==> src/rtl/avs_frame_decimator_if.sv <==
// Word-stream input and decimated-frame output bundle for avs_frame_decimator.
interface avs_frame_decimator_if;
  logic        wordValid;
  logic [15:0] fullWord;
  logic        frameSync;
  logic [15:0] ch0Out;
  logic [15:0] ch1Out;
  logic [15:0] ch2Out;
  logic [15:0] ch3Out;
  logic        frameValid;
  logic        syncErr;

  modport master (
    output wordValid, fullWord, frameSync,
    input  ch0Out, ch1Out, ch2Out, ch3Out, frameValid, syncErr
  );

  modport slave (
    input  wordValid, fullWord, frameSync,
    output ch0Out, ch1Out, ch2Out, ch3Out, frameValid, syncErr
  );
endinterface

==> src/rtl/avs_frame_decimator.sv <==
// AVS frame decimator: splits the round-robin 4-channel word stream into
// channels and averages each over 2^LOG2_DECIM frames (floor division).
module avs_frame_decimator #(
  parameter int LOG2_DECIM = 2
) (
  input logic                  clock,
  input logic                  reset,
  avs_frame_decimator_if.slave bus
);
  localparam int D  = 1 << LOG2_DECIM;
  localparam int AW = 16 + LOG2_DECIM;
  // Keep at least one bit so the counter exists structurally; with D=1 it stays 0.
  localparam int DW = (LOG2_DECIM == 0) ? 1 : LOG2_DECIM;
  localparam logic [DW-1:0] DEC_LAST = DW'(D - 1);

  typedef logic signed [AW-1:0] acc_t;

  acc_t          acc [4];
  acc_t          acc_next [4];
  logic [1:0]    ch_idx;
  logic [1:0]    ch_idx_next;
  logic [DW-1:0] dec_cnt;
  logic [DW-1:0] dec_cnt_next;
  logic          sync_err;
  logic          sync_err_next;
  logic [15:0]   ch_out [4];
  logic [15:0]   ch_out_next [4];
  logic          frame_valid;
  logic          frame_valid_next;

  logic [1:0]    eff_ch;
  logic          resync;
  logic          first_frame;
  logic          fire;
  acc_t          word_ext;
  acc_t          acc_sum;

  // Arithmetic shift floors toward -inf; the average always fits 16 bits.
  function automatic logic [15:0] avg(input acc_t sum);
    acc_t shifted;
    shifted = sum >>> LOG2_DECIM;
    return shifted[15:0];
  endfunction

  // Decode the incoming word: effective channel, resync and block boundary.
  always_comb begin
    eff_ch      = bus.frameSync ? 2'd0 : ch_idx;
    resync      = bus.wordValid & bus.frameSync & (ch_idx != 2'd0);
    first_frame = resync | (dec_cnt == '0);
    word_ext    = acc_t'($signed(bus.fullWord));
    acc_sum     = first_frame ? word_ext : (acc[eff_ch] + word_ext);
    fire        = bus.wordValid & (eff_ch == 2'd3) & (dec_cnt == DEC_LAST);
  end

  // Next-state for accumulators, counters, sticky error and output frame.
  always_comb begin
    acc_next         = acc;
    ch_idx_next      = ch_idx;
    dec_cnt_next     = dec_cnt;
    sync_err_next    = sync_err;
    ch_out_next      = ch_out;
    frame_valid_next = 1'b0;
    if (bus.wordValid) begin
      if (resync) begin
        sync_err_next = 1'b1;
        for (int k = 1; k < 4; k++) begin
          acc_next[k] = '0;
        end
      end else begin
        sync_err_next = sync_err;
      end
      acc_next[eff_ch] = acc_sum;
      ch_idx_next      = eff_ch + 2'd1;
      if (eff_ch == 2'd3) begin
        dec_cnt_next = (dec_cnt == DEC_LAST) ? '0 : (dec_cnt + DW'(1));
      end else if (resync) begin
        dec_cnt_next = '0;
      end else begin
        dec_cnt_next = dec_cnt;
      end
      if (fire) begin
        for (int k = 0; k < 3; k++) begin
          ch_out_next[k] = avg(acc[k]);
        end
        ch_out_next[3]   = avg(acc_sum);
        frame_valid_next = 1'b1;
      end else begin
        frame_valid_next = 1'b0;
      end
    end else begin
      frame_valid_next = 1'b0;
    end
  end

  // State register; synchronous reset discards any partial block.
  always_ff @(posedge clock) begin
    if (reset) begin
      for (int k = 0; k < 4; k++) begin
        acc[k]    <= '0;
        ch_out[k] <= 16'd0;
      end
      ch_idx      <= 2'd0;
      dec_cnt     <= '0;
      sync_err    <= 1'b0;
      frame_valid <= 1'b0;
    end else begin
      acc         <= acc_next;
      ch_out      <= ch_out_next;
      ch_idx      <= ch_idx_next;
      dec_cnt     <= dec_cnt_next;
      sync_err    <= sync_err_next;
      frame_valid <= frame_valid_next;
    end
  end

  assign bus.ch0Out     = ch_out[0];
  assign bus.ch1Out     = ch_out[1];
  assign bus.ch2Out     = ch_out[2];
  assign bus.ch3Out     = ch_out[3];
  assign bus.frameValid = frame_valid;
  assign bus.syncErr    = sync_err;
endmodule

==> src/flat_wrapper.sv <==
// flat-port wrapper written by rule: the top's interface ports become plain ports
module avs_frame_decimator_flat 
#(
  parameter int LOG2_DECIM = 2
)
  (clock, reset, bus_wordValid, bus_fullWord, bus_frameSync, bus_ch0Out, bus_ch1Out, bus_ch2Out, bus_ch3Out, bus_frameValid, bus_syncErr);
  avs_frame_decimator_if bus_i ();
  input logic clock;
  input logic reset;
  input wire logic [$bits(bus_i.wordValid)-1:0] bus_wordValid;
  input wire logic [$bits(bus_i.fullWord)-1:0] bus_fullWord;
  input wire logic [$bits(bus_i.frameSync)-1:0] bus_frameSync;
  output wire logic [$bits(bus_i.ch0Out)-1:0] bus_ch0Out;
  output wire logic [$bits(bus_i.ch1Out)-1:0] bus_ch1Out;
  output wire logic [$bits(bus_i.ch2Out)-1:0] bus_ch2Out;
  output wire logic [$bits(bus_i.ch3Out)-1:0] bus_ch3Out;
  output wire logic [$bits(bus_i.frameValid)-1:0] bus_frameValid;
  output wire logic [$bits(bus_i.syncErr)-1:0] bus_syncErr;
  assign bus_i.wordValid = bus_wordValid;
  assign bus_i.fullWord = bus_fullWord;
  assign bus_i.frameSync = bus_frameSync;
  assign bus_ch0Out = bus_i.ch0Out;
  assign bus_ch1Out = bus_i.ch1Out;
  assign bus_ch2Out = bus_i.ch2Out;
  assign bus_ch3Out = bus_i.ch3Out;
  assign bus_frameValid = bus_i.frameValid;
  assign bus_syncErr = bus_i.syncErr;
  avs_frame_decimator #(.LOG2_DECIM(LOG2_DECIM)) u_core (.clock(clock), .reset(reset), .bus(bus_i));
endmodule
==> config.mk <==
export PLATFORM = sky130hd
export DESIGN_NAME = avs_frame_decimator_flat
export DESIGN_NICKNAME = d
export VERILOG_FILES = /design/src/rtl/avs_frame_decimator_if.sv /design/src/rtl/avs_frame_decimator.sv /design/src/flat_wrapper.sv
export SDC_FILE = /design/constraint.sdc
export NUM_CORES = 1
export LEC_CHECK = 0
export CORE_MARGIN = 2
export CORE_UTILIZATION = 53
export CTS_CLUSTER_SIZE = 40
export DETAILED_ROUTE_END_ITERATION = 8
export PLACE_DENSITY = 0.77
export SYNTH_ARGS = -nofsm -noshare
export SYNTH_HDL_FRONTEND = slang
export SYNTH_SLANG_ARGS = --single-unit
==> constraint.sdc <==
create_clock -name clock -period 3.9 [get_ports clock]
set_clock_uncertainty 0.05 [all_clocks]
set_input_delay 0.39 -clock clock [delete_from_list [all_inputs] [get_ports clock]]
set_output_delay 0.39 -clock clock [all_outputs]
set_load 0.02 [all_outputs]
==> results.toml <==
[placement]
dp_slack_ns = 0.0190
port_buffers = 85
place_congestion = 0.904
hpwlAfterDp_microns = 13200

[global_route]
grt_max_degree = 80
overflow = 0
grt_usage_pct = 27.2
grt_pass1_vias = 6129
antenna_found_initial = 0
grt_pass1_wl_microns = 30500

[clocking]
cts_sinks = 142
cts_tree = "yes"
clk_latency_ns = 0.43
cts_hold_buf = 0
cts_buffers = 17
cts_setup_buffers = 0
cts_max_path_buffers = 2
h-tree-depth = 4
clk_pin_slew_ns = 0.06
ctsResizeCount = 0
clockRootBuffer = "clkbuf_16"

[final_layout]
nets = 995
area_growth_pct = 25.2
drive_gt1_share_pct = 10.6
final_cell_mix = "nand2_1 (179), dfxtp_1 (142), nor2_1 (93), a21oi_1 (90), clkdlybuf4s50_1 (84)"
layout_commonest_cell = "nand2_1"
antenna_cells = 0

[floorplan]
die_h_microns = 118
dieWidth_microns = 118
dieArea_sq_um = 14000
rows = 41
start_util_pct = 54.5
ios = 86
core_area_sq_um = 12700

[logic_synthesis]
synth_flop_cell = "dfxtp_1"
synth.distinct_cells = 62
synth_area_leader_cell = "dfxtp_1"
synth-seq-cells = 142
yosys_warnings = 0
synth.avg_cell_area_sq_um = 7.86
synth.cell_area_sq_um = 6910
netlist_instances = 879
netlist.area_leader.share_pct = 41.1
synth_edf_count = 0
synth.area.top_cells = "dfxtp_1 (41%), nand2_1 (9.8%), a21oi_1 (6.5%)"
ys_seq_area_share_pct = 41.1
async_flop_share_pct = 0
syn_nets = 923

[drt]
routed_wl_microns = 19100
drc = 0
ant_nets = 0
viasPerCell = 5.84
detail_route.iter0.violations = 460
first_pass_iters = 7
wl_per_cell_microns = 16.8
dr_total_vias = 6636

[timing]
rsz0062_at_grt = "no"
finalHoldViolCount = 0
final.period_utilization_pct = 91.8
worst_pin_slew_ns = 0.818
relSlewSlack_pct = 45.3
max_freq_mhz = 279
final_max_slew_viol_count = 0
setup_tns_ns = 0
period_minus_slack_ns = 3.58
layout_setup_ws_ns = 0.320
whs_ns = 0.403
setup_viol = 0

[pwr]
clockPowerShare_pct = 48.1
p_switching_uw = 941
swShare_pct = 25.6
p_int_mw = 2.73
fin_total_pwr_mw = 3.67
vdd_ir_drop_max_uv = 380
power_frac_seq_pct = 40.8
leakage_nw = 3.13
power_density_nw_per_um2 = 424
power_frac_comb_pct = 11.1

[setup_path]
crit_type = "input pin to flip-flop"
slowest_delay_ns = 0.58
path_buf_inv = 3
cp-start-kind = "input pin"
critPathSlowestCell = "clkdlybuf4s50_1"
crit_family = "compound AO/OA/AOI/OAI gates"
cp-end-kind = "flip-flop"
cp_data_required_time_ns = 4.13
crit_arrival_ns = 3.81
crit_fanout = 20
worstPathCellList = "clkdlybuf4s50_1 > nor2b_4 > inv_2 > buf_12 > a211oi_1 > a31oi_1 > ha_1 > a21o_1 > a21o_1 > a21oi_1 > a21oi_1 > or3_1 > o31ai_2 > o41ai_1"

[run]
cap_violations = 0

[run_status]
status = "finished clean"

[worst_hold_path]
hp-class = "flip-flop to flip-flop"
cell type report:
type | instances | area, sq um
tap | 172 | 215
multi-input combinational | 660 | 3770
clock buffer | 18 | 439
timing repair buffer | 121 | 1140
fill | 1063 | 4020
sequential | 142 | 2840
inverter | 9 | 33.8
clock inverter | 14 | 206
layer usage:
metal	GRT usage (%)	vias to the layer above	wire length, microns
met5	0	-	0
met4	11.2	0	557
met3	6.52	49	1020
met2	46.9	197	9570
met1	32.5	3146	7980
li1	-	3244	-
through the flow:
step | cell area (sq um) | util [%] | cells
detailed placement | 8010 | 63.2 | 1104
finish | 8650 | 68.3 | 1136
CTS | 8650 | 68.3 | 1136
floorplan | 6910 | - | 879
global placement | 8010 | 63.2 | 1104
global route | 8650 | 68.3 | 1136
logic make-up after synthesis:
kind of cell	synth area share, %
adder cells (fa/ha/maj)	4.45
XOR/XNOR	1.01
flip-flops	41.1
multiplexers	1.68
AO/OA/AOI/OAI	23.3
buffers and inverters	4.33
AND/OR/NAND/NOR	24.1
power by group through the flow:
stage / logic [mW] / registers [mW] / clock network [mW]
after detailed placement: 0.397 / 1.53 / 0
after global placement: 0.394 / 1.53 / 0
after floorplan: 0.286 / 1.52 / 0
after global routing: 0.446 / 1.50 / 1.86
after CTS: 0.403 / 1.50 / 1.79
final: 0.407 / 1.50 / 1.77
sequential cells by signal, summed over array words and instances (netlist names):
register / flops
u_core.bus.syncErr: 1
u_core.bus.ch2Out: 16
u_core.dec_cnt: 2
u_core.bus.ch1Out: 16
u_core.bus.ch0Out: 16
u_core.bus.ch3Out: 16
u_core.ch_idx: 2
u_core.acc: 72
u_core.bus.frameValid: 1
cell usage after synthesis (3+ instances only):
cell      number
o211ai_1       4
dfxtp_1      142
clkbuf_1      53
nor2b_1       18
a211oi_2       5
and3_1         6
o41ai_1        7
nand3_1       33
ha_1          23
buf_1          7
xor2_1         6
a311oi_1       5
inv_1          7
a21oi_1       90
nand4b_1       3
a21o_1         5
nand2_1      180
buf_2          8
o31a_1         4
nor3_1        13
o211ai_2       3
o21ai_2        5
o21ai_0       13
a211oi_1      34
and2_1         7
mux2i_1        9
o31ai_1        3
a32o_1         3
nand3b_1       7
o21a_1         9
a31oi_1       35
nor2_1        93
tightest hold or removal path, stage by stage, from the launching register on:
cell	delay (ns)
dfxtp_1	0.31
nand2_1	0.05
a21oi_1	0.05
worst paths after layout:
check	from	endpoint	slack (ns)	cells after the start
max	bus_frameSync	u_core.acc[70]$_SDFFE_PP0P_	0.32	14
min	u_core.bus.ch1Out[7]$_SDFFE_PP0P_	u_core.bus.ch1Out[7]$_SDFFE_PP0P_	0.40	2
max reg2reg	u_core.ch_idx[1]$_SDFFE_PP0P_	u_core.acc[70]$_SDFFE_PP0P_	0.45	13
min reg2reg	u_core.bus.ch1Out[7]$_SDFFE_PP0P_	u_core.bus.ch1Out[7]$_SDFFE_PP0P_	0.40	2
(Power assumes the default switching activity.)
